<file path="src/rtl/regfile_pkg.sv">
// Shared sizing definitions for the register file, ROB and reservation stations.
package regfile_pkg;
  localparam int ROB_WIDTH = 4;
  localparam int ROB_SIZE  = 1 << ROB_WIDTH;
  localparam int REG_NUM   = 32;
  localparam int REG_IDX_W = 5;
  localparam int XLEN      = 32;
endpackage

</file>
<file path="src/rtl/regfile_read_port.sv">
// Combinational operand resolve for one source port: x0, committed value,
// same-cycle commit bypass, ROB search result, or a pending tag.
module regfile_read_port
  import regfile_pkg::*;
#(
  parameter int ROB_WIDTH = regfile_pkg::ROB_WIDTH
) (
  input  logic [REG_IDX_W-1:0] i_src,
  input  logic                 i_busy,
  input  logic [ROB_WIDTH-1:0] i_dep,
  input  logic [XLEN-1:0]      i_reg_val,
  input  logic                 i_commit_valid,
  input  logic [ROB_WIDTH-1:0] i_commit_rob_id,
  input  logic [XLEN-1:0]      i_commit_val,
  input  logic                 i_search_ready,
  input  logic [XLEN-1:0]      i_search_val,
  output logic [XLEN-1:0]      o_val,
  output logic                 o_has_dep,
  output logic [ROB_WIDTH-1:0] o_dep
);

  logic w_bypass;

  assign w_bypass = i_commit_valid && (i_commit_rob_id == i_dep);

  always_comb begin
    o_val     = '0;
    o_has_dep = 1'b0;
    if (i_src == '0) begin
      o_val = '0;
    end else if (!i_busy) begin
      o_val = i_reg_val;
    end else if (w_bypass) begin
      o_val = i_commit_val;
    end else if (i_search_ready) begin
      o_val = i_search_val;
    end else begin
      o_has_dep = 1'b1;
    end
  end

  assign o_dep = i_dep;

endmodule

</file>
<file path="src/rtl/regfile.sv">
// Architectural register file with rename tags: resolves issue operands,
// records destination tags, absorbs ROB commits and drops renames on flush.
module regfile
  import regfile_pkg::*;
#(
  parameter int ROB_WIDTH = regfile_pkg::ROB_WIDTH
) (
  input  logic                 clk_in,
  input  logic                 rst_in,
  input  logic                 rdy_in,
  input  logic                 clear,
  input  logic                 dec_ready,
  input  logic [4:0]           dec_rs1,
  input  logic [4:0]           dec_rs2,
  input  logic [4:0]           dec_rd,
  input  logic [ROB_WIDTH-1:0] dec_rob_id,
  output logic [31:0]          val1,
  output logic [31:0]          val2,
  output logic                 has_dep1,
  output logic                 has_dep2,
  output logic [ROB_WIDTH-1:0] dep1,
  output logic [ROB_WIDTH-1:0] dep2,
  output logic [ROB_WIDTH-1:0] search_rob_id_1,
  output logic [ROB_WIDTH-1:0] search_rob_id_2,
  input  logic                 search_ready_1,
  input  logic                 search_ready_2,
  input  logic [31:0]          search_val_1,
  input  logic [31:0]          search_val_2,
  input  logic                 commit_valid,
  input  logic [ROB_WIDTH-1:0] commit_rob_id,
  input  logic [4:0]           commit_reg_id,
  input  logic [31:0]          commit_val
);

  logic [XLEN-1:0]      r_regs [REG_NUM];
  logic [REG_NUM-1:0]   r_busy;
  logic [ROB_WIDTH-1:0] r_dep  [REG_NUM];

  logic w_commit_wr;
  logic w_issue_wr;

  assign w_commit_wr = commit_valid && (commit_reg_id != '0);
  assign w_issue_wr  = dec_ready && !clear && (dec_rd != '0);

  // Operands see pre-issue state, so an instruction never waits on its own rd.
  assign search_rob_id_1 = r_dep[dec_rs1];
  assign search_rob_id_2 = r_dep[dec_rs2];

  regfile_read_port #(.ROB_WIDTH(ROB_WIDTH)) u_rp1 (
    .i_src           (dec_rs1),
    .i_busy          (r_busy[dec_rs1]),
    .i_dep           (r_dep[dec_rs1]),
    .i_reg_val       (r_regs[dec_rs1]),
    .i_commit_valid  (commit_valid),
    .i_commit_rob_id (commit_rob_id),
    .i_commit_val    (commit_val),
    .i_search_ready  (search_ready_1),
    .i_search_val    (search_val_1),
    .o_val           (val1),
    .o_has_dep       (has_dep1),
    .o_dep           (dep1)
  );

  regfile_read_port #(.ROB_WIDTH(ROB_WIDTH)) u_rp2 (
    .i_src           (dec_rs2),
    .i_busy          (r_busy[dec_rs2]),
    .i_dep           (r_dep[dec_rs2]),
    .i_reg_val       (r_regs[dec_rs2]),
    .i_commit_valid  (commit_valid),
    .i_commit_rob_id (commit_rob_id),
    .i_commit_val    (commit_val),
    .i_search_ready  (search_ready_2),
    .i_search_val    (search_val_2),
    .o_val           (val2),
    .o_has_dep       (has_dep2),
    .o_dep           (dep2)
  );

  // Statement order sets priority: commit busy-release, then flush, then issue.
  always_ff @(posedge clk_in or posedge rst_in) begin
    if (rst_in) begin
      r_busy <= '0;
      for (int i = 0; i < REG_NUM; i++) begin
        r_regs[i] <= '0;
        r_dep[i]  <= '0;
      end
    end else if (rdy_in) begin
      if (w_commit_wr) begin
        r_regs[commit_reg_id] <= commit_val;
        if (r_busy[commit_reg_id] && (r_dep[commit_reg_id] == commit_rob_id)) begin
          r_busy[commit_reg_id] <= 1'b0;
        end
      end
      if (clear) begin
        r_busy <= '0;
      end else if (w_issue_wr) begin
        r_busy[dec_rd] <= 1'b1;
        r_dep[dec_rd]  <= dec_rob_id;
      end
    end
  end

endmodule

</file>
<file path="config.mk">
export PLATFORM = sky130hd
export DESIGN_NAME = regfile
export DESIGN_NICKNAME = d
export VERILOG_FILES = /design/src/rtl/regfile_pkg.sv /design/src/rtl/regfile_read_port.sv /design/src/rtl/regfile.sv
export SDC_FILE = /design/constraint.sdc
export NUM_CORES = 2
export LEC_CHECK = 0
export CORE_MARGIN = 4
export CORE_UTILIZATION = 55
export DETAILED_ROUTE_END_ITERATION = 8
export HOLD_SLACK_MARGIN = 0.03
export PLACE_DENSITY = 0.73
export SLEW_MARGIN = 15
export SYNTH_ARGS = -nofsm -noshare
export SYNTH_HDL_FRONTEND = slang
export SYNTH_SLANG_ARGS = --single-unit
</file>
<file path="constraint.sdc">
create_clock -name clk_in -period 44.3 [get_ports clk_in]
set_clock_uncertainty 0.1 [all_clocks]
set_input_delay 8.86 -clock clk_in [delete_from_list [all_inputs] [get_ports clk_in]]
set_output_delay 8.86 -clock clk_in [all_outputs]
set_load 0.05 [all_outputs]
</file>
== Word level (Yosys, flattened, before mapping) ==
Index checks and enable logic that the tools add are counted.

* Bits in registers: 1,184
* Input port bits: 132
* Output and inout port bits: 82
* Word-level logic and storage cells: 157

* Order comparisons: 12
* Equal/unequal tests: 3
* Muxes and demuxes: 52
* Bitwise logic cells: 8
* Reductions and logical operators: 17

{| class="wikitable"
|+ Operator list
! kind !! number
|-
| $bwmux 1024 || 1
|-
| $mux 32 || 18
|-
| $bmux 32 s5 || 2
|-
| $demux 32 s5 || 1
|-
| $bwmux 128 || 1
|-
| $bmux 4 s5 || 3
|-
| $and 32x32->32 || 1
|-
| $not 32->32 || 1
|-
| $or 32x32->32 || 1
|-
| $mux 4 || 7
|-
| $ge 6x6->1 const B || 4
|-
| $lt 5x6->1 const B || 4
|-
| $not 5->6 || 4
|-
| $demux 4 s5 || 1
|-
| $bmux 1 s5 || 3
|-
| $mux 1 || 13
|-
| $eq 4x4->1 || 3
|-
| $lt 6x1->1 const B || 2
|-
| $demux 1 s5 || 2
|-
| $ge 5x1->1 const B || 2
|-
| $logic_and 1x1->1 || 10
|-
| $logic_not 5->1 || 2
|-
| $reduce_bool 5->1 || 2
|-
| $reduce_and 3->1 || 1
|-
| other kinds (3) || 3
|}

== Depth between registers and ports, before layout ==
* Depth in word-level cells: 12
* Mapped depth: 14
* Gate-level depth less buffers: 7

== Hierarchy ==
From an unflattened synthesis, not the netlist that was laid out.

* Cell total of the unflattened synthesis: 4,236
* Area total of the unflattened synthesis: 66,356.1 um^2

{| class="wikitable"
|+ By module, submodules not included
! module !! times used !! cells each !! area an instance (um^2) !! seq. area each (um^2)
|-
| regfile || 1 || 3,916 || 63,843.7 || 29,628.4
|-
| regfile_read_port || 2 || 160 || 1,256.2 || 0.0
|}

== Worst setup path before layout ==
No wires, ideal clock.

* Path type: input to output
* From: in dec_rs2[0]
* To: out val2[17]
* Arrival time: 11.927 ns
* Required time: 35.340 ns
* Setup slack: 23.413 ns
* Stages: 11
* Path buffers: 5
* Cell sequence: buf_6 buf_8 buf_8 buf_6 mux4_2 mux2i_1 nand2_1 a41oi_4 buf_4 a21oi_1 a211oi_1

* Longest elaborated chain between the ends: 9
* Elaborated cells between the ends (all ways): 15
* Classes of those cells: eq/ne: 1; mux: 11; bitwise: 1; reduce/logical: 2

{| class="wikitable"
|+ Ends and longest elaborated chain
! item !! line !! RTL
|-
| from (decl) || regfile.sv:14 || <nowiki>input logic [4:0] dec_rs2,</nowiki>
|-
| $not 5->6 (implied by the code) || regfile.sv:67, regfile.sv:68 ||
|-
| $bmux 4 s5 || regfile.sv:67 || <nowiki>.i_dep (r_dep[dec_rs2]),</nowiki>
|-
| $mux 4 (implied by the code) (2 in series) || regfile.sv:67 ||
|-
| $eq 4x4->1 || regfile_read_port.sv:24 || <nowiki>assign w_bypass = i_commit_valid && (i_commit_rob_id == i_dep);</nowiki>
|-
| $logic_and 1x1->1 || regfile_read_port.sv:24 ||
|-
| $mux 32 || regfile_read_port.sv:33 || <nowiki>end else if (w_bypass) begin</nowiki>
|-
| $mux 32 || regfile_read_port.sv:31 || <nowiki>end else if (!i_busy) begin</nowiki>
|-
| $mux 32 (*) || regfile_read_port.sv:29 || <nowiki>if (i_src == '0) begin</nowiki>
|-
| to (decl) || regfile.sv:18 || <nowiki>output logic [31:0] val2,</nowiki>
|}

Mark *: on every way between the ends. The rest lies on a longest branch, timed or not. The select of a mux whose other input is x is not followed.

== Worst setup path after layout ==
* From: in dec_rs1[1]
* To: out val1[24]

* Longest elaborated chain between the ends: 9
* Elaborated cells between the ends (all ways): 15
* Classes of those cells: eq/ne: 1; mux: 11; bitwise: 1; reduce/logical: 2

{| class="wikitable"
|+ Ends and longest elaborated chain
! item !! line !! RTL
|-
| from (decl) || regfile.sv:13 || <nowiki>input logic [4:0] dec_rs1,</nowiki>
|-
| $not 5->6 (implied by the code) || regfile.sv:52, regfile.sv:53 ||
|-
| $bmux 4 s5 || regfile.sv:52 || <nowiki>.i_dep (r_dep[dec_rs1]),</nowiki>
|-
| $mux 4 (implied by the code) (2 in series) || regfile.sv:52 ||
|-
| $eq 4x4->1 || regfile_read_port.sv:24 ||
|-
| $logic_and 1x1->1 || regfile_read_port.sv:24 ||
|-
| $mux 32 || regfile_read_port.sv:33 ||
|-
| $mux 32 || regfile_read_port.sv:31 ||
|-
| $mux 32 (*) || regfile_read_port.sv:29 ||
|-
| to (decl) || regfile.sv:17 || <nowiki>output logic [31:0] val1,</nowiki>
|}

Marks and branches as above.

==> qor.log <==
INFO  placed_design  routabilityCongestion=0.9422
INFO  pwr            power_switching_share=28.10%
INFO  finish         syn_to_final_growth=9.870%
INFO  timing         max_freq=42.47MHz
INFO  routing        postRouteWirelength=221100um
INFO  routing        drt-initial-drc-count=5937
INFO  worst_setup_path worstReg2RegStart=r_dep[51]
INFO  timing         worst_setup_margin=20.75ns
INFO  clocking       cts_buffer_depth=3
INFO  timing         min_period_over_period=53.15%
INFO  routing        detail_route.drc_violations=0
INFO  worst_setup_path ff2ff_setup_slack=41.29ns
INFO  placed_design  port_buffers=213
INFO  finish         layout.cells.most_common=dfrtp_1
INFO  finish         layout-drive-gt1-share=42.98%
INFO  timing         max_slew_margin=13.41%
INFO  worst_setup_path setup.worst_path.class=in2out
INFO  worst_setup_path critical_path_buf_inv_count=4
INFO  worst_setup_path critical-path-top-cell-by-count=buf_4
INFO  timing         report.final.hold_viol_count=0
INFO  logic_synthesis number_of_synthesized_flops_with_an_enable_pin=0
INFO  clocking       cts_inserted_buffers=132
INFO  pwr            pwr-share-seq=44.3%
INFO  floorplanning  floorplan.initialDensity=55.61%
INFO  worst_setup_path cp_slowest_cell=and4_2
INFO  worst_setup_path reg_to_reg_critical_path_endpoint=r_busy[21]
INFO  worst_setup_path crit_required=35.34ns
INFO  global_route   grt_overflow_total=0
INFO  pwr            power_frac_clock=36.6%
INFO  global_route   grt_antenna_before_repair=3
INFO  routing        route.detailed.wl_per_inst=34.57um
INFO  finish         most-common-layout-cells=1184 x dfrtp_1, 1132 x mux2_2, 527 x mux4_2, 313 x mux2i_1, 189 x clkdlybuf4s50_1
INFO  timing         setup_viol=0
INFO  worst_setup_path critPathCaptureType=output port
INFO  pwr            internal_power=2.131mW
INFO  clocking       worstSkewPairLatency=0.75ns
INFO  global_route   grt_pass1_wl=324200um
INFO  logic_synthesis yosys_warnings=0
INFO  worst_setup_path cp-start-kind=input port
INFO  finish         seq_area=29630um^2
INFO  global_route   grt_util_all_layers=34.76%
INFO  clocking       post_cts_gate_resize_count=0
INFO  routing        route.detailed.vias_per_inst=7.324
INFO  min_path       hold_class=reg2reg
INFO  global_route   grt_start_max_net_pins=156
INFO  logic_synthesis netlist_area=66900um^2
INFO  clocking       clk_transition_reported_paths=0.06ns
INFO  timing         whs=0.2987ns
INFO  worst_setup_path critical_path.max_stage_delay=1.15ns
INFO  pwr            leakage=32.17nW
INFO  pwr            power.net_switching=0.8329mW
INFO  logic_synthesis asyncSetResetFlopFracSynth=100.0%
INFO  placed_design  placed_cells_incl_taps=6177
INFO  timing         setup_tns=0ns
INFO  routing        ant_nets=0
INFO  run            max_cap_viol_count=0
INFO  worst_setup_path crit_arrival=14.59ns
INFO  min_path       hold_start=r_regs[1009]
INFO  logic_synthesis synth_sequential_area_ratio=44.29%
INFO  clocking       htree_num_levels=4
INFO  timing         rsz0062_at_grt=false
INFO  worst_setup_path worst_r2r_path_depth=7
INFO  logic_synthesis netlist_instances=4794
INFO  finish         fin_util=61.10%
INFO  floorplanning  die_x=356.8um
INFO  worst_setup_path timing.critical_path.fanout_max=78
INFO  min_path       worstHoldEndpoint=r_regs[1009]
INFO  timing         layout_min_cycle_time=23.55ns
INFO  pwr            cellPowerDensity=40.33nW/um^2
INFO  pwr            report.power.total=2.964mW
INFO  finish         final_cells=6397
INFO  placed_design  dpl_cell_area=69370um^2
INFO  finish         n_fill_cell=9079
INFO  outcome        status=complete, no violations
INFO  finish         multi_input_logic_area=34620um^2
INFO  global_route   grt_pass1_vias=48021
INFO  floorplanning  top_level_ports=214
INFO  routing        detail_route.first_pass.iterations=5
INFO  clocking       tritoncts=yes
INFO  routing        num_vias=46852
INFO  floorplanning  fp-row-count=127
INFO  floorplanning  floorplan.die.height=356.8um
INFO  worst_setup_path path_delay_family=buffers and inverters
INFO  placed_design  dpl_worst_slack=21.01ns
INFO  placed_design  hpwl=123600um
INFO  floorplanning  die_area=127300um^2
INFO  clocking       cts-hold-fix-buffers=0
INFO  worst_setup_path cp_cell_sequence=buf_8 > buf_4 > nor3b_2 > buf_4 > a221oi_1 > and4_1 > o21ai_0 > and4_2 > a31oi_1 > a21boi_1 > clkdlybuf4s50_1
INFO  pwr            combinationalPowerShare=19.1%
INFO  finish         design_area=73500um^2
INFO  finish         finish.net_count=4831
INFO  logic_synthesis ys_dominant_reg_cell=dfrtp_1
INFO  clocking       postCtsSetupBuffers=0
INFO  clocking       clock-root-buffer=clkbuf_16
INFO  floorplanning  coreArea=120300um^2
INFO  logic_synthesis yosys_register_bits=1184
INFO  logic_synthesis mapped_nets=4926
INFO  logic_synthesis average_cell_area_after_synthesis=13.95um^2
INFO  pwr            ir_worst_vdd=0.00004588V
INFO  timing         tightest_slew=1.299ns
INFO  timing         report.final.slew_viol_count=0
INFO  clocking       clock_sink_count=1184
INFO  min_path       worstHoldPathCells=0
INFO  logic_synthesis post_synth_num_cell_types=73
## flip-flops by register name (all words and copies together) (netlist names)
name and count:
r_busy 32, r_dep 128, r_regs 1024
## synthesized netlist by cell type, types with 24 or more instances
cell type,number,area (um^2)
buf_4,56,420.4
o211ai_1,67,503.0
a21boi_1,27,202.7
mux4_2,527,11870
a221oi_1,85,744.5
buf_1,59,221.5
o21ai_0,65,325.3
nand2_1,141,529.3
buf_2,106,530.5
mux2i_1,313,3133
mux2_2,1132,12750
buf_6,47,529.3
clkbuf_1,282,1059
a31oi_1,115,719.4
nand3_1,24,120.1
o21ai_1,34,170.2
o31ai_1,26,195.2
dfrtp_1,1184,29630
nor2_1,85,319.1
a21oi_1,138,690.7
a22oi_1,49,367.9
## layout make-up
type	count	area share, %
antenna	1	0.003405
clock buffer	189	5.214
clock inverter	30	0.4545
inverter	15	0.09022
multi-input combinational	3038	47.11
sequential	1184	40.31
tap	1612	2.744
timing repair buffer	328	4.074
## worst max path at each step
stage | start | endpoint | slack (ns) | cells after the start
5_1_grt | dec_rs1[1] | val1[25] | 20.73 | 11
2_1_floorplan | rst_in | r_busy[0] | 1.99 | 1
6_report | dec_rs1[1] | val1[24] | 20.75 | 11
3_5_place_dp | dec_rs2[2] | val2[29] | 21.01 | 12
4_1_cts | dec_rs1[1] | val1[25] | 21.02 | 11
3_3_place_gp | dec_rs1[1] | val1[22] | 21.04 | 11
## power groups by stage
stage / combinational (mW) / sequential, mW / clock (mW)
finish: 0.566 / 1.31 / 1.08
global route: 0.600 / 1.33 / 1.14
CTS: 0.563 / 1.31 / 1.10
detailed placement: 0.561 / 1.33 / 0
global placement: 0.550 / 1.31 / 0
floorplan: 0.426 / 1.30 / 0
## layer usage
layer	wire length (um)	up-vias	global-route usage, %
li1	-	18389	-
met1	84110	24725	47.01
met2	98810	3014	52.12
met3	25100	724	9.498
met4	13110	0	17.58
met5	0	-	0
## cells by family after synthesis
logic type | Yosys count | share of synthesized area, %
flops | 1184 | 44.29
compound gates | 681 | 6.963
mux | 1977 | 41.56
buf+inv | 572 | 4.349
simple gates | 376 | 2.781
xor+xnor | 4 | 0.05236
Power figures use the tool's default switching activity.
